### src/rtl/wb_i2c_xfer_master_pkg.sv
// Shared I2CMB register map, command codes, status bit positions and FSM types
// for the Wishbone I2C transfer master.
package wb_types_pkg;

   typedef enum logic [1:0] {
      REG_CSR  = 2'd0,
      REG_DPR  = 2'd1,
      REG_CMDR = 2'd2
   } wb_reg_e;

   typedef enum logic [2:0] {
      CMD_WAIT    = 3'b000,
      CMD_WRITE   = 3'b001,
      CMD_RD_ACK  = 3'b010,
      CMD_RD_NAK  = 3'b011,
      CMD_START   = 3'b100,
      CMD_STOP    = 3'b101,
      CMD_SET_BUS = 3'b110
   } cmd_e;

   localparam int BIT_DON = 7;
   localparam int BIT_NAK = 6;
   localparam int BIT_AL  = 5;
   localparam int BIT_ERR = 4;

   localparam logic [7:0] CSR_EN     = 8'h80;
   localparam logic [7:0] CSR_EN_IRQ = 8'hC0;

   typedef enum logic [3:0] {
      ST_INIT,
      ST_IDLE,
      ST_BUS_DPR,
      ST_BUS_CMD,
      ST_START_CMD,
      ST_ADDR_DPR,
      ST_ADDR_CMD,
      ST_WR_DPR,
      ST_WR_CMD,
      ST_RD_CMD,
      ST_RD_DPR,
      ST_STOP_CMD,
      ST_WAIT,
      ST_DONE
   } st_e;

   typedef struct packed {
      logic timeout;
      logic arb_lost;
      logic nak;
   } xfer_status_t;

   function automatic logic [7:0] cmd_byte(cmd_e c);
      return {5'b00000, c};
   endfunction

endpackage

### src/rtl/wb_i2c_xfer_master_if.sv
// Request/write/read streams plus the Wishbone master bus of wb_i2c_xfer_master.
// Handshakes: a request moves when req_valid && req_ready at a rising edge; a write
// byte is taken when wdat_valid && wdat_ready; rdat_valid/done are one-cycle pulses
// with no back-pressure; a Wishbone access completes on the edge where stb_o && ack_i.
interface wb_i2c_xfer_master_if #(
   parameter int LEN_W = 4
) ();
   logic             req_valid;
   logic             req_ready;
   logic [3:0]       req_bus;
   logic [6:0]       req_addr;
   logic             req_rd;
   logic [LEN_W-1:0] req_len;
   logic             wdat_valid;
   logic             wdat_ready;
   logic [7:0]       wdat;
   logic             rdat_valid;
   logic [7:0]       rdat;
   logic             done;
   logic [2:0]       status;
   logic             cyc_o;
   logic             stb_o;
   logic [1:0]       adr_o;
   logic             we_o;
   logic [7:0]       dat_o;
   logic [7:0]       dat_i;
   logic             ack_i;
   logic             irq_i;

   modport master (
      input  req_valid, req_bus, req_addr, req_rd, req_len, wdat_valid, wdat,
             dat_i, ack_i, irq_i,
      output req_ready, wdat_ready, rdat_valid, rdat, done, status,
             cyc_o, stb_o, adr_o, we_o, dat_o
   );

   modport slave (
      output req_valid, req_bus, req_addr, req_rd, req_len, wdat_valid, wdat,
             dat_i, ack_i, irq_i,
      input  req_ready, wdat_ready, rdat_valid, rdat, done, status,
             cyc_o, stb_o, adr_o, we_o, dat_o
   );
endinterface

### src/rtl/wb_i2c_xfer_master_single_access.sv
// One Wishbone read or write per go pulse; bus signals held until ack_i,
// dropped the cycle after, with a done pulse and the sampled read data.
module wb_single_access
   import wb_types_pkg::*;
(
   input  logic       clk_i,
   input  logic       rst_i,
   input  logic       i_go,
   input  wb_reg_e    i_adr,
   input  logic       i_we,
   input  logic [7:0] i_wdat,
   output logic       o_busy,
   output logic       o_done,
   output logic [7:0] o_rdat,
   output logic       o_cyc,
   output logic       o_stb,
   output logic [1:0] o_adr,
   output logic       o_we,
   output logic [7:0] o_dat,
   input  logic [7:0] i_dat,
   input  logic       i_ack
);
   logic       r_stb;
   logic       r_done;
   logic [1:0] r_adr;
   logic       r_we;
   logic [7:0] r_dat;
   logic [7:0] r_rdat;

   always_ff @(posedge clk_i) begin
      if (rst_i) begin
         r_stb  <= 1'b0;
         r_done <= 1'b0;
         r_adr  <= 2'd0;
         r_we   <= 1'b0;
         r_dat  <= 8'h00;
         r_rdat <= 8'h00;
      end else begin
         r_done <= 1'b0;
         if (r_stb) begin
            if (i_ack) begin
               r_stb  <= 1'b0;
               r_done <= 1'b1;
               if (!r_we) r_rdat <= i_dat;
            end
         end else if (i_go) begin
            r_stb <= 1'b1;
            r_adr <= i_adr;
            r_we  <= i_we;
            r_dat <= i_wdat;
         end
      end
   end

   assign o_busy = r_stb;
   assign o_done = r_done;
   assign o_rdat = r_rdat;
   assign o_cyc  = r_stb;
   assign o_stb  = r_stb;
   assign o_adr  = r_adr;
   assign o_we   = r_we;
   assign o_dat  = r_dat;
endmodule

### src/rtl/wb_i2c_xfer_master.sv
// Sequences CSR/DPR/CMDR accesses to the I2CMB core for one I2C transfer.
// Optional WB_XFER_IRQ_WAIT_EN: CSR enables the IRQ and WAIT sleeps until irq_i.
module wb_i2c_xfer_master
   import wb_types_pkg::*;
#(
   parameter int LEN_W      = 4,
   parameter int POLL_LIMIT = 1024
) (
   input  logic                  clk_i,
   input  logic                  rst_i,
   wb_i2c_xfer_master_if.master  bus,
   output st_e                   o_dbg_state
);
   localparam int PW = $clog2(POLL_LIMIT + 1);
`ifdef WB_XFER_IRQ_WAIT_EN
   localparam logic [7:0] CSR_INIT = CSR_EN_IRQ;
`else
   localparam logic [7:0] CSR_INIT = CSR_EN;
`endif

   st_e              r_state;
   st_e              r_after;
   logic             r_pend;
   logic             r_go;
   wb_reg_e          r_acc_adr;
   logic             r_acc_we;
   logic [7:0]       r_acc_dat;
   logic [3:0]       r_bus;
   logic [6:0]       r_addr;
   logic             r_rd;
   logic [LEN_W-1:0] r_cnt;
   logic [PW-1:0]    r_poll;
   xfer_status_t     r_status;
   logic             r_core_en;
   logic             r_req_ready;
   logic             r_wdat_ready;
   logic             r_rdat_valid;
   logic [7:0]       r_rdat;
   logic             r_done;

   logic             w_busy;
   logic             w_acc_done;
   logic [7:0]       w_acc_rdat;
   logic             w_cmp;
   logic             w_iss;
   wb_reg_e          w_iss_adr;
   logic             w_iss_we;
   logic [7:0]       w_iss_dat;
   logic             w_cyc;
   logic             w_stb;
   logic [1:0]       w_adr;
   logic             w_we;
   logic [7:0]       w_dat;

   wb_single_access u_acc (
      .clk_i  (clk_i),
      .rst_i  (rst_i),
      .i_go   (r_go),
      .i_adr  (r_acc_adr),
      .i_we   (r_acc_we),
      .i_wdat (r_acc_dat),
      .o_busy (w_busy),
      .o_done (w_acc_done),
      .o_rdat (w_acc_rdat),
      .o_cyc  (w_cyc),
      .o_stb  (w_stb),
      .o_adr  (w_adr),
      .o_we   (w_we),
      .o_dat  (w_dat),
      .i_dat  (bus.dat_i),
      .i_ack  (bus.ack_i)
   );

   assign w_cmp = r_pend && w_acc_done && !w_busy;

   // Which access each state issues; the FSM only handles the completion.
   always_comb begin
      w_iss     = 1'b1;
      w_iss_adr = REG_CMDR;
      w_iss_we  = 1'b1;
      w_iss_dat = 8'h00;
      case (r_state)
         ST_INIT:      begin w_iss_adr = REG_CSR; w_iss_dat = CSR_INIT; end
         ST_BUS_DPR:   begin w_iss_adr = REG_DPR; w_iss_dat = {4'h0, r_bus}; end
         ST_BUS_CMD:   w_iss_dat = cmd_byte(CMD_SET_BUS);
         ST_START_CMD: w_iss_dat = cmd_byte(CMD_START);
         ST_ADDR_DPR:  begin w_iss_adr = REG_DPR; w_iss_dat = {r_addr, r_rd}; end
         ST_ADDR_CMD:  w_iss_dat = cmd_byte(CMD_WRITE);
         ST_WR_DPR:    begin w_iss_adr = REG_DPR; w_iss_dat = bus.wdat; w_iss = bus.wdat_valid; end
         ST_WR_CMD:    w_iss_dat = cmd_byte(CMD_WRITE);
         ST_RD_CMD:    w_iss_dat = (r_cnt == LEN_W'(1)) ? cmd_byte(CMD_RD_NAK) : cmd_byte(CMD_RD_ACK);
         ST_RD_DPR:    begin w_iss_adr = REG_DPR; w_iss_we = 1'b0; end
         ST_STOP_CMD:  w_iss_dat = cmd_byte(CMD_STOP);
`ifdef WB_XFER_IRQ_WAIT_EN
         ST_WAIT:      begin w_iss_we = 1'b0; w_iss = bus.irq_i && (r_poll != PW'(POLL_LIMIT)); end
`else
         ST_WAIT:      w_iss_we = 1'b0;
`endif
         default:      w_iss = 1'b0;
      endcase
   end

   always_ff @(posedge clk_i) begin
      if (rst_i) begin
         r_state      <= ST_INIT;
         r_after      <= ST_IDLE;
         r_pend       <= 1'b0;
         r_go         <= 1'b0;
         r_acc_adr    <= REG_CSR;
         r_acc_we     <= 1'b0;
         r_acc_dat    <= 8'h00;
         r_bus        <= 4'h0;
         r_addr       <= 7'h00;
         r_rd         <= 1'b0;
         r_cnt        <= '0;
         r_poll       <= '0;
         r_status     <= '0;
         r_core_en    <= 1'b0;
         r_req_ready  <= 1'b0;
         r_wdat_ready <= 1'b0;
         r_rdat_valid <= 1'b0;
         r_rdat       <= 8'h00;
         r_done       <= 1'b0;
      end else begin
         r_go         <= 1'b0;
         r_wdat_ready <= 1'b0;
         r_rdat_valid <= 1'b0;
         r_done       <= 1'b0;
         if (w_cmp) r_pend <= 1'b0;
         if (!r_pend && w_iss) begin
            r_go         <= 1'b1;
            r_pend       <= 1'b1;
            r_acc_adr    <= w_iss_adr;
            r_acc_we     <= w_iss_we;
            r_acc_dat    <= w_iss_dat;
            r_wdat_ready <= (r_state == ST_WR_DPR);
         end
         case (r_state)
            ST_INIT: if (w_cmp) begin
               r_core_en <= 1'b1;
               r_state   <= ST_IDLE;
            end
            ST_IDLE: begin
               if (r_req_ready && bus.req_valid) begin
                  r_req_ready <= 1'b0;
                  r_bus       <= bus.req_bus;
                  r_addr      <= bus.req_addr;
                  r_rd        <= bus.req_rd;
                  r_cnt       <= bus.req_len;
                  r_status    <= '0;
                  r_state     <= ST_BUS_DPR;
               end else begin
                  r_req_ready <= r_core_en;
               end
            end
            ST_BUS_DPR:  if (w_cmp) r_state <= ST_BUS_CMD;
            ST_BUS_CMD:  if (w_cmp) begin r_state <= ST_WAIT; r_after <= ST_START_CMD; r_poll <= '0; end
            ST_START_CMD: if (w_cmp) begin r_state <= ST_WAIT; r_after <= ST_ADDR_DPR; r_poll <= '0; end
            ST_ADDR_DPR: if (w_cmp) r_state <= ST_ADDR_CMD;
            ST_ADDR_CMD: if (w_cmp) begin
               r_state <= ST_WAIT;
               r_poll  <= '0;
               if (r_cnt == '0) r_after <= ST_STOP_CMD;
               else             r_after <= r_rd ? ST_RD_CMD : ST_WR_DPR;
            end
            ST_WR_DPR:   if (w_cmp) r_state <= ST_WR_CMD;
            ST_WR_CMD:   if (w_cmp) begin
               r_state <= ST_WAIT;
               r_poll  <= '0;
               r_after <= (r_cnt == LEN_W'(1)) ? ST_STOP_CMD : ST_WR_DPR;
               r_cnt   <= r_cnt - 1'b1;
            end
            ST_RD_CMD:   if (w_cmp) begin r_state <= ST_WAIT; r_after <= ST_RD_DPR; r_poll <= '0; end
            ST_RD_DPR:   if (w_cmp) begin
               r_rdat_valid <= 1'b1;
               r_rdat       <= w_acc_rdat;
               if (r_cnt == LEN_W'(1)) r_state <= ST_STOP_CMD;
               else begin
                  r_cnt   <= r_cnt - 1'b1;
                  r_state <= ST_RD_CMD;
               end
            end
            // r_after == ST_DONE marks the STOP wait, whose NAK is not reported.
            ST_STOP_CMD: if (w_cmp) begin r_state <= ST_WAIT; r_after <= ST_DONE; r_poll <= '0; end
            ST_WAIT: begin
               if (w_cmp) begin
                  if (w_acc_rdat[BIT_DON]) begin
                     r_state <= r_after;
                  end else if (w_acc_rdat[BIT_NAK]) begin
                     if (r_after != ST_DONE) r_status.nak <= 1'b1;
                     r_state <= (r_after == ST_DONE) ? ST_DONE : ST_STOP_CMD;
                  end else if (w_acc_rdat[BIT_AL] || w_acc_rdat[BIT_ERR]) begin
                     r_status.arb_lost <= 1'b1;
                     r_state           <= ST_DONE;
                  end
`ifndef WB_XFER_IRQ_WAIT_EN
                  else if (r_poll == PW'(POLL_LIMIT - 1)) begin
                     r_status.timeout <= 1'b1;
                     r_state          <= ST_DONE;
                  end else begin
                     r_poll <= r_poll + 1'b1;
                  end
`endif
               end
`ifdef WB_XFER_IRQ_WAIT_EN
               else if (!r_pend && r_poll == PW'(POLL_LIMIT)) begin
                  r_status.timeout <= 1'b1;
                  r_state          <= ST_DONE;
               end else if (r_poll != PW'(POLL_LIMIT)) begin
                  r_poll <= r_poll + 1'b1;
               end
`endif
            end
            ST_DONE: begin
               r_done  <= 1'b1;
               r_state <= ST_IDLE;
            end
            default: r_state <= ST_INIT;
         endcase
      end
   end

   assign bus.req_ready  = r_req_ready;
   assign bus.wdat_ready = r_wdat_ready;
   assign bus.rdat_valid = r_rdat_valid;
   assign bus.rdat       = r_rdat;
   assign bus.done       = r_done;
   assign bus.status     = r_status;
   assign bus.cyc_o      = w_cyc;
   assign bus.stb_o      = w_stb;
   assign bus.adr_o      = w_adr;
   assign bus.we_o       = w_we;
   assign bus.dat_o      = w_dat;
   assign o_dbg_state    = r_state;
endmodule

### src/flat_wrapper.sv
// flat-port wrapper written by rule: the top's interface ports become plain ports
module wb_i2c_xfer_master_flat import wb_types_pkg::*;
#(
   parameter int LEN_W      = 4,
   parameter int POLL_LIMIT = 1024
)
  (clk_i, rst_i, o_dbg_state, bus_req_valid, bus_req_bus, bus_req_addr, bus_req_rd, bus_req_len, bus_wdat_valid, bus_wdat, bus_dat_i, bus_ack_i, bus_irq_i, bus_req_ready, bus_wdat_ready, bus_rdat_valid, bus_rdat, bus_done, bus_status, bus_cyc_o, bus_stb_o, bus_adr_o, bus_we_o, bus_dat_o);
  wb_i2c_xfer_master_if #(.LEN_W(LEN_W)) bus_i ();
  input  logic clk_i;
  input  logic rst_i;
  output st_e o_dbg_state;
  input wire logic [$bits(bus_i.req_valid)-1:0] bus_req_valid;
  input wire logic [$bits(bus_i.req_bus)-1:0] bus_req_bus;
  input wire logic [$bits(bus_i.req_addr)-1:0] bus_req_addr;
  input wire logic [$bits(bus_i.req_rd)-1:0] bus_req_rd;
  input wire logic [$bits(bus_i.req_len)-1:0] bus_req_len;
  input wire logic [$bits(bus_i.wdat_valid)-1:0] bus_wdat_valid;
  input wire logic [$bits(bus_i.wdat)-1:0] bus_wdat;
  input wire logic [$bits(bus_i.dat_i)-1:0] bus_dat_i;
  input wire logic [$bits(bus_i.ack_i)-1:0] bus_ack_i;
  input wire logic [$bits(bus_i.irq_i)-1:0] bus_irq_i;
  output wire logic [$bits(bus_i.req_ready)-1:0] bus_req_ready;
  output wire logic [$bits(bus_i.wdat_ready)-1:0] bus_wdat_ready;
  output wire logic [$bits(bus_i.rdat_valid)-1:0] bus_rdat_valid;
  output wire logic [$bits(bus_i.rdat)-1:0] bus_rdat;
  output wire logic [$bits(bus_i.done)-1:0] bus_done;
  output wire logic [$bits(bus_i.status)-1:0] bus_status;
  output wire logic [$bits(bus_i.cyc_o)-1:0] bus_cyc_o;
  output wire logic [$bits(bus_i.stb_o)-1:0] bus_stb_o;
  output wire logic [$bits(bus_i.adr_o)-1:0] bus_adr_o;
  output wire logic [$bits(bus_i.we_o)-1:0] bus_we_o;
  output wire logic [$bits(bus_i.dat_o)-1:0] bus_dat_o;
  assign bus_i.req_valid = bus_req_valid;
  assign bus_i.req_bus = bus_req_bus;
  assign bus_i.req_addr = bus_req_addr;
  assign bus_i.req_rd = bus_req_rd;
  assign bus_i.req_len = bus_req_len;
  assign bus_i.wdat_valid = bus_wdat_valid;
  assign bus_i.wdat = bus_wdat;
  assign bus_i.dat_i = bus_dat_i;
  assign bus_i.ack_i = bus_ack_i;
  assign bus_i.irq_i = bus_irq_i;
  assign bus_req_ready = bus_i.req_ready;
  assign bus_wdat_ready = bus_i.wdat_ready;
  assign bus_rdat_valid = bus_i.rdat_valid;
  assign bus_rdat = bus_i.rdat;
  assign bus_done = bus_i.done;
  assign bus_status = bus_i.status;
  assign bus_cyc_o = bus_i.cyc_o;
  assign bus_stb_o = bus_i.stb_o;
  assign bus_adr_o = bus_i.adr_o;
  assign bus_we_o = bus_i.we_o;
  assign bus_dat_o = bus_i.dat_o;
  wb_i2c_xfer_master #(.LEN_W(LEN_W), .POLL_LIMIT(POLL_LIMIT)) u_core (.clk_i(clk_i), .rst_i(rst_i), .bus(bus_i), .o_dbg_state(o_dbg_state));
endmodule
### config.mk
export PLATFORM = sky130hd
export DESIGN_NAME = wb_i2c_xfer_master_flat
export DESIGN_NICKNAME = d
export VERILOG_FILES = /design/src/rtl/wb_i2c_xfer_master_pkg.sv /design/src/rtl/wb_i2c_xfer_master_if.sv /design/src/rtl/wb_i2c_xfer_master_single_access.sv /design/src/rtl/wb_i2c_xfer_master.sv /design/src/flat_wrapper.sv
export SDC_FILE = /design/constraint.sdc
export NUM_CORES = 1
export LEC_CHECK = 0
export BUFFER_PORTS_ARGS = -buffer_cell sky130_fd_sc_hd__buf_2
export CAP_MARGIN = 20
export CORE_MARGIN = 2
export CORE_UTILIZATION = 53
export DETAILED_ROUTE_END_ITERATION = 10
export PLACE_DENSITY = 0.78
export SETUP_SLACK_MARGIN = 0.1
export SLEW_MARGIN = 20
export SYNTH_ARGS = -nofsm -noshare
export SYNTH_HDL_FRONTEND = slang
export SYNTH_SLANG_ARGS = --single-unit
### constraint.sdc
create_clock -name clk_i -period 2.23 [get_ports clk_i]
set_input_delay 0.1115 -clock clk_i [delete_from_list [all_inputs] [get_ports clk_i]]
set_output_delay 0.1115 -clock clk_i [all_outputs]
set_load 0.01 [all_outputs]
* Word-level counts from Yosys, hierarchy flattened
Index checks and enable logic that the tools add are counted.
** Storage, ports and cells
- Flip-flop bits (word level) :: 85
- Input bits :: 38
- Word-level logic and storage cells :: 170
- Output and inout bits :: 32
** Cells by class
- Equal/unequal tests :: 41
- Add/subtract/negate cells :: 2
- Muxes and demuxes :: 62
- Bitwise operators :: 4
- Reductions and logical operators :: 34
** Operator list (count)
- $mux W4 :: 25
- $pmux W8 S9 :: 1
- $mux W11 :: 6
- $pmux W4 S9 :: 1
- $ne A2 B1 Y1 const B :: 17
- $eq A4 B4 Y1 const B :: 7
- $pmux W4 S6 :: 1
- $pmux W11 S2 :: 1
- $reduce_and A7 Y1 :: 3
- $mux W1 :: 17
- $eq A4 B3 Y1 const B :: 4
- $mux W3 :: 4
- $ne A2 B2 Y1 const B :: 6
- $pmux W4 S3 :: 1
- $reduce_and A6 Y1 :: 2
- $add A11 B1 Y11 const B :: 1
- $eq A11 B10 Y1 const B :: 1
- $reduce_or A11 Y1 :: 1
- $reduce_or A2 Y1 :: 5
- $reduce_and A9 Y1 :: 1
- $eq A4 B1 Y1 const B :: 2
- $eq A4 B2 Y1 const B :: 2
- $logic_not A4 Y1 :: 2
- $reduce_and A2 Y1 :: 4
- 18 further kinds :: 28

* Longest topological paths before layout
Gate-level depths: netlist of run 1.
- Word-level depth :: 7
- Gate-level depth with buffers :: 8
- Mapped depth without buffers :: 7

* By module
From an unflattened synthesis of run 1, not the netlist that was laid out.
** Unflattened totals
- Cells, all modules :: 501
- Area total of the unflattened synthesis :: 4038.9 um2
** By module, submodules not included
- wb_i2c_xfer_master :: area each 3293.2 um2, cells each 408, seq. area each 1281.2 um2, times used 1
- wb_single_access :: area each 745.7 um2, cells each 93, seq. area each 420.4 um2, times used 1

* Worst setup path before layout of run 1
OpenSTA, ideal clock, no wires.
- Kind :: reg-to-reg
- Start point :: register u_core.r_state[3] (netlist: u_core.o_dbg_state[3])
- End point :: register u_core.r_acc_adr[1]
- Setup time :: 0.070 ns
- Period minus slack after synthesis :: 1.757 ns
- Arrival time :: 1.686 ns
- Required time :: 2.160 ns
- Stages on the path, launching flop included :: 8
- Slack :: 0.473 ns
- Buffers on the path :: 2
- Path through :: dfxtp_1 buf_2 o21ai_0 a21oi_1 or3_1 buf_2 or3b_1 a21oi_1
** Between the ends
- Cells in the longest elaborated chain, start to end :: 4
- Elaborated cells on any way between the ends :: 17
- Those cells by class :: eq/ne (11); mux (2); reduce/logical (4)
** RTL lines
- from (decl) :: line wb_i2c_xfer_master.sv:21 : st_e r_state;
- from (signal assigned) :: line wb_i2c_xfer_master.sv:188 : r_state <= r_after;
- from (signal assigned) :: line wb_i2c_xfer_master.sv:191 : r_state <= (r_after == ST_DONE) ? ST_DONE : ST_STOP_CMD;
- $eq A4 B2 Y1 (tied with other cells) :: line wb_i2c_xfer_master.sv:82 : case (r_state)
- $reduce_or A11 Y1 (no line)
- $pmux W1 S2 :: line wb_i2c_xfer_master.sv:82
- $logic_and A1 B1 Y1 :: line wb_i2c_xfer_master.sv:130 : if (!r_pend && w_iss) begin
- to (signal assigned) :: line wb_i2c_xfer_master.sv:133 : r_acc_adr <= w_iss_adr;
- to (decl) :: line wb_i2c_xfer_master.sv:25 : wb_reg_e r_acc_adr;
Parallel ways exist; a longest one is shown, timed or not.
A chain may end at the register's enable or synchronous reset.

* Worst setup path in the final report of run 1
- Start point :: register u_core.r_state[1] (netlist: u_core.o_dbg_state[1])
- End point :: register u_core.r_after[0]
** Between the ends
- Cells in the longest elaborated chain, start to end :: 3
- Elaborated cells on any way between the ends :: 15
- Those cells by class :: eq/ne (12); mux (1); reduce/logical (2)
** RTL lines
- $eq A4 B2 Y1 (tied with other cells) :: line wb_i2c_xfer_master.sv:138 : case (r_state)
- $reduce_bool A6 Y1 (no line) / $ne A2 B1 Y1 (equally long branches)
- $reduce_and A7 Y1 (no line)
- to (signal assigned) :: line wb_i2c_xfer_master.sv:164 : else r_after <= r_rd ? ST_RD_CMD : ST_WR_DPR;
- to (signal assigned) :: line wb_i2c_xfer_master.sv:170 : r_after <= (r_cnt == LEN_W'(1)) ? ST_STOP_CMD : ST_WR_DPR;
- to (decl) :: line wb_i2c_xfer_master.sv:22 : st_e r_after;
Parallel ways exist; a longest one is shown, timed or not.

==> results of run 1 <==
registers in the layout (all words and copies together) (netlist names), 2 cells and up:
register	flops
u_core.u_acc.o_adr	2
u_core.r_after	4
u_core.r_cnt	4
u_core.r_addr	7
u_core.u_acc.o_rdat	8
u_core.bus.status	3
u_core.r_acc_dat	8
u_core.bus.rdat	8
u_core.u_acc.o_dat	8
u_core.r_acc_adr	2
u_core.r_poll	11
u_core.o_dbg_state	4
u_core.r_bus	4
routing by layer:
| layer | GRT usage [%] | up-vias | share of wire, % |
|---|---|---|---|
| met5 | 0 | - | 0 |
| met4 | 8.548 | 0 | 2.1 |
| met3 | 3.693 | 18 | 6.1 |
| met2 | 41.48 | 138 | 48 |
| met1 | 34.12 | 1703 | 44 |
| li1 | - | 1816 | - |
cell type report:
| type | count | share of cell area (%) |
|---|---|---|
| multi-input cells | 351 | 42.29 |
| flip-flops and latches | 85 | 36.18 |
| repair buffers | 103 | 13.70 |
| clock buffers | 10 | 2.920 |
| well taps | 99 | 2.628 |
| clock inverters | 6 | 1.646 |
| inverters | 8 | 0.6371 |
cells by family after synthesis:
| family | count (synthesis) |
|---|---|
| AO/OA/AOI/OAI | 109 |
| AND/OR/NAND/NOR | 214 |
| XOR/XNOR | 8 |
| flip-flops | 85 |
| adder cells (fa/ha/maj) | 4 |
| buffers and inverters | 39 |
| multiplexers | 16 |
power groups by stage:
stage	Combinational (W)	Clock, W	Sequential (W)
after floorplan	0.000570	0	0.00170
after global placement	0.000793	0	0.00173
after detailed placement	0.000809	0	0.00174
after CTS	0.000840	0.00117	0.00171
after global routing	0.000936	0.00124	0.00173
final	0.000860	0.00116	0.00172
layout by cell type (no fill, tap or decap), types with 8 or more instances in the layout:
cell	count
a21oi_1	56
buf_2	68
buf_4	18
clkbuf_8	10
dfxtp_1	82
dlygate4sd3_1	17
mux2i_1	16
nand2_1	87
nand2b_1	10
nand3_1	9
nor2_1	44
nor2b_1	8
nor3_1	11
o21ai_0	19
xnor2_1	8
worst paths after layout:
kind	cells after the start	end	slack, ps
max	6	u_core.r_after[0]$_SDFFE_PP1P_	240
min	3	u_core.r_addr[5]$_SDFFE_PP0P_	6
max reg2reg	6	u_core.r_after[0]$_SDFFE_PP1P_	240
min reg2reg	2	u_core.u_acc.o_dat[1]$_SDFFE_PP0P_	460
stage by stage:
stage / cells / hold slack [ps] / utilization (%) / worst slack [ps] / power [W]
2_1_floorplan: 475 / 247.5 / - / 473.4 / 0.002269
3_3_place_gp: 629 / 352.8 / 60.55 / 229.1 / 0.002527
3_5_place_dp: 629 / 358.2 / 60.55 / 213.8 / 0.002550
4_1_cts: 662 / 0.2548 / 65.95 / 125.2 / 0.003720
5_1_grt: 662 / 29.04 / 66.04 / 129.0 / 0.003902
6_report: 662 / 6.027 / 66.04 / 236.9 / 0.003739
critical path, cell delays in order, from the launching register on:
cell,delay (ps)
dfxtp_1,590
buf_4,300
nor2b_1,350
nor2_1,60
o21ai_0,240
nor2b_1,90
a211o_1,270
cell usage after synthesis (all sizes together) (5+ instances only):
master and number:
nand2 87, dfxtp 85, a21oi 56, nor2 45, o21ai 20, clkbuf 18
mux2i 16, buf 13, nor3 11, nand2b 10, nand3 9, inv 8
nor2b 8, xnor2 8, nand3b 7, nor4 7, or3 7, a31oi 5
or2 5
repair_timing:
| action | 4_1_cts | 5_1_grt |
|---|---|---|
| hold endpoints to repair | 17 | 0 |
| gates resized for setup | 0 | 5 |
| hold buffers | 17 | 0 |
| endpoints found under the setup margin | 0 | 14 |
==> results.ini, run 1 <==
[clock_tree]
numCtsBuffers = 9
clk_latency_ps = 360
cts-htree-levels = 3
path_clk_slew_ps = 90
numClockSinks = 85
postCtsSetupRepairBufs = 0
root_buffer = clkbuf_8
cts_max_path_buffers = 2
cts_tree = built

[yosys]
syn_nets = 517
synth.avg_cell_area_um2 = 8.124
yosysWarnings = 0
yosysSeqAreaShare_pct = 44.10
muxShareOfSynthArea_pct = 4.150
synthAdderAreaFrac_pct = 1.297
synth_compound_area_share_pct = 16.83
synth_edf_count = 0
synthTopCellsByArea = dfxtp_1 (44%), nand2_1 (8.5%), a21oi_1 (7.3%), nor2_1 (4.3%), mux2i_1 (4.2%)
synth_area_leader_cell = dfxtp_1
synth_xor_area_share_pct = 1.816
async_reset_ff_share_pct = 0
yosys.area_share.simple_pct = 27.50
synth_cell_types = 51
synthCells = 475
syn-cell-area_mm2 = 0.003859
ys_ff_latch = 85
netlist.area_leader.share_pct = 44.10
synth_top_family_by_area = simple AND/OR/NAND/NOR gates
ys.flop_type = dfxtp_1

[global_routing]
grt_max_degree = 35
grt_remaining_overflow = 0
grt_pass1_vias = 3319
grt_antenna_before_repair = 0
gr-usage-all-layers_pct = 25.25
grt_first_pass_wirelength_um = 15660

[pwr]
power_frac_comb_pct = 23.0
p_per_area_mw_per_mm2 = 793.3
peakVddDrop_mv = 0.5343
p_int_w = 0.002516
pwr-share-clk_pct = 31.1
pwr-share-seq_pct = 45.9
switchingPower_w = 0.001223
p_leak_nw = 1.823
swShare_pct = 32.71

[setup_path]
cp.required_ps = 2480
critPathKind = flop to flop
cp_max_fo = 17
worstSetupStartpoint = u_core.o_dbg_state[1]$_SDFFE_PP0P_
reg2reg_from = u_core.o_dbg_state[1]$_SDFFE_PP0P_
arrival_ps = 2240
worstSetupEndpointType = flop
cp-start-kind = flop

[finish]
multi_input_comb_area_mm2 = 0.001993
final_cell_area_mm2 = 0.004713
drive_above_1_share_pct = 20.96
syn_to_final_growth_pct = 22.15
seqCellArea_mm2 = 0.001705
finalNetCount = 600
num_antenna_cells = 0
fill_cells = 627

[sta]
rsz0062_at_grt = no
slew_violations = 0
finalCritPeriodShare_pct = 89.38
period_minus_slack_ps = 1993
worst_pin_slew_ps = 662.3
relSlewSlack_pct = 55.76
setup_violations = 0
finalSetupTns_ps = 0
fmax_mhz = 501.7
fin_skew_ps = 13.14
finalHoldViolations = 0

[placed_design]
port_buffers = 68
placed_area_mm2 = 0.004322
dpl.hpwl_um = 6846
gp_congestion = 0.9337

[detailed_routing]
postRouteAntennaNets = 0
drt_iter0_drc = 332
wl_per_cell_um = 14.66
drc_errors = 0
routed_wl_um = 9708
dr_total_vias = 3675
first_pass_iters = 5
vias_per_cell = 5.551

[die]
initial_core_util_pct = 54.07
die_w_um = 89.33
ios = 70
core-area_mm2 = 0.007137
die_y_um = 89.33
die_area_mm2 = 0.007979
row_count = 31

[run]
maxCapViolCount = 0

[outcome]
outcome = finished, final reports clean

[hold_path]
worst_hold_startpoint = bus_req_addr[5]
min_path_type = primary input to flop

Note: power is estimated with default switching activity, not from simulation.
==> inputs of run 2 (changes only) <==
--- a/config.mk
+++ b/config.mk
@@ -10,8 +10,9 @@
 export CORE_MARGIN = 2
 export CORE_UTILIZATION = 53
 export DETAILED_ROUTE_END_ITERATION = 10
-export PLACE_DENSITY = 0.78
+export PLACE_DENSITY = 0.76
 export SETUP_SLACK_MARGIN = 0.1
+export SKIP_CTS_REPAIR_TIMING = 1
 export SLEW_MARGIN = 20
 export SYNTH_ARGS = -nofsm -noshare
 export SYNTH_HDL_FRONTEND = slang
==> constraint.sdc (replaced) <==
create_clock -name clk_i -period 2.3 [get_ports clk_i]
set_input_delay 0.115 -clock clk_i [delete_from_list [all_inputs] [get_ports clk_i]]
set_output_delay 0.115 -clock clk_i [all_outputs]
set_load 0.01 [all_outputs]
==> results.ini, run 2 (synthesis gave the netlist of run 1 again) <==
[detailed_routing]
drt_iter0_drc = 198  ; -40%
first_pass_iters = 4  ; -1
postRouteAntennaNets = 0  ; unchanged
drc_errors = 0  ; unchanged
vias_per_cell = 5.412  ; -2.5%
dr_total_vias = 3545  ; -3.5%
wl_per_cell_um = 14.63  ; -0.23%
routed_wl_um = 9583  ; -1.3%

[pwr]
power_frac_comb_pct = 22.9  ; about the same
p_leak_nw = 1.796  ; -1.5%
p_int_w = 0.002439  ; -3.1%
pwr-share-seq_pct = 46.3  ; +0.4 points
peakVddDrop_mv = 0.5603  ; +4.9%
pwr-share-clk_pct = 30.8  ; -0.3 points
swShare_pct = 31.67  ; -1.0 points
p_per_area_mw_per_mm2 = 768.8  ; -3.1%
switchingPower_w = 0.001130  ; -7.6%

[hold_path]
min_path_type = primary input to flop

[setup_path]
crit_buf_inv = 0  ; -1
crit_path_max_incr_delay_ps = 630  ; +40 ps
arrival_ps = 2340  ; +100 ps
cp_max_fo = 13  ; -4
path_delay_family = simple AND/OR/NAND/NOR gates
cp_slowest_cell = dfxtp_1
worstSetupEndpointType = flop
path_cells = and3b_1 > nand4_2 > nor4_1 > xnor2_1 > nor2_1
critPathKind = flop to flop
cp-start-kind = flop
cp.required_ps = 2550  ; +70 ps

[finish]
syn_to_final_growth_pct = 20.33
layout_commonest_cell = nand2_1
fill_cells = 651  ; +3.8%
finalNetCount = 593  ; -1.2%
final_cell_mix = nand2_1 (87), dfxtp_1 (83), buf_2 (68), a21oi_1 (56), nor2_1 (44)
final_cell_area_mm2 = 0.004643  ; -1.5%
drive_above_1_share_pct = 21.04  ; +0.084 points
regMostFlops = u_core.r_poll
num_antenna_cells = 0  ; unchanged
largest_register_ffs = 11  ; unchanged

[clock_tree]
numCtsBuffers = 9  ; unchanged
clk_latency_ps = 360  ; about the same
root_buffer = clkbuf_8
cts-htree-levels = 3  ; unchanged
path_clk_slew_ps = 90  ; about the same
cts_tree = built
cts_max_path_buffers = 2  ; unchanged
numClockSinks = 85  ; unchanged

[global_routing]
grt_pass1_vias = 3206  ; -3.4%
gr-usage-all-layers_pct = 24.53  ; -0.72 points
grt_antenna_before_repair = 0  ; unchanged
grt_remaining_overflow = 0  ; unchanged
grt_max_degree = 31  ; -11%
grt_first_pass_wirelength_um = 15010  ; -4.1%

[placed_design]
placed_area_mm2 = 0.004342  ; +0.46%
gp_congestion = 0.9517  ; +1.9%
dpl.hpwl_um = 6997  ; +2.2%
dp_slack_ps = 237.7  ; +23.86 ps
port_buffers = 68  ; unchanged

[die]
initial_core_util_pct = 54.07  ; unchanged
core-area_mm2 = 0.007137  ; unchanged
die_area_mm2 = 0.007979  ; unchanged
die_w_um = 89.33  ; unchanged
row_count = 31  ; unchanged
die_y_um = 89.33  ; unchanged
ios = 70  ; unchanged

[sta]
setup_violations = 0  ; unchanged
finalCritPeriodShare_pct = 90.81  ; +1.4 points
finalHoldViolations = 4  ; +4
period_minus_slack_ps = 2089  ; +95.51 ps
relSlewSlack_pct = 54.65  ; -1.1 points
slew_violations = 0  ; unchanged
whs_ps = -14.48  ; -20.51 ps
fin_skew_ps = 9.557  ; -3.579 ps
rsz0062_at_grt = no
fmax_mhz = 478.8  ; -4.6%
finalSetupTns_ps = 0  ; unchanged
worst_pin_slew_ps = 678.9  ; +16.63 ps
fin_ws_ps = 211.4  ; -25.51 ps

[run]
maxCapViolCount = 0  ; unchanged

[outcome]
outcome = complete, but fails checks
violations = negative hold slack

[run 2: changes by cell type in the layout (fill, tap and decap cells not counted)]
cell | previous run | this run
clkinvlp_4 | 1 | 0
clkinv_2 | 0 | 2
clkbuf_8 | 10 | 11
or3b_1 | 1 | 2
dfxtp_2 | 3 | 2
or3b_4 | 1 | 0
dlygate4sd3_1 | 17 | 9
buf_12 | 0 | 1
dfxtp_1 | 82 | 83
inv_8 | 2 | 0
[run 2: final cells by class]
class	instances	area, um^2	share of cell area [%]
multi-input combinational	351	1991	42.87
timing repair buffer	96	585.6	12.61
clock inverter	5	57.56	1.240
sequential	85	1704	36.70
inverter	8	30.03	0.6467
tap	99	123.9	2.668
clock buffer	11	151.4	3.261
[run 2: layer usage]
| metal | GRT usage, % | share of wire, % | routed length (um) |
|---|---|---|---|
| met3 | 6.371 | 5.0 | 480 |
| met5 | 0 | 0 | 0 |
| met1 | 31.54 | 45 | 4281 |
| met4 | 8.820 | 1.4 | 137 |
| met2 | 39.87 | 49 | 4684 |
[run 2: path summary, 6_finish.rpt]
path	slack [ps]	cells after the start	to	startpoint
setup / recovery	210	5	u_core.r_poll[6]$_SDFFE_PP0P_	u_core.o_dbg_state[2]$_SDFFE_PP0P_
hold / removal	-10	3	u_core.u_acc.o_rdat[0]$_SDFFE_PP0P_	bus_dat_i[0]
setup reg to reg	210	5	u_core.r_poll[6]$_SDFFE_PP0P_	u_core.o_dbg_state[2]$_SDFFE_PP0P_
hold reg to reg	450	2	u_core.u_acc.o_dat[6]$_SDFFE_PP0P_	u_core.u_acc.o_dat[6]$_SDFFE_PP0P_
[run 2: metrics by stage]
step	util (%)	cells	total power, W	hold WS, ps
2_1_floorplan	-	475	0.002199	251.0
3_3_place_gp	60.83	630	0.002476	355.3
3_5_place_dp	60.83	630	0.002481	360.6
4_1_cts	63.76	646	0.003563	-27.47
5_1_grt	65.06	655	0.003741	-0.8576
6_report	65.06	655	0.003569	-14.48
[run 2: power groups by stage]
stage	Sequential, W	Clock [W]	Combinational, W
6_report	0.00165	0.00110	0.000818
5_1_grt	0.00167	0.00118	0.000896
4_1_cts	0.00165	0.00111	0.000799
3_5_place_dp	0.00169	0	0.000795
3_3_place_gp	0.00168	0	0.000793
2_1_floorplan	0.00165	0	0.000553
[run 2: tightest hold or removal path, delay by kind of cell]
| family | cells | cell delay [ps] |
|---|---|---|
| AO/OA/AOI/OAI | 1 | 50 |
| buffers and inverters | 1 | 90 |
| AND/OR/NAND/NOR | 1 | 40 |
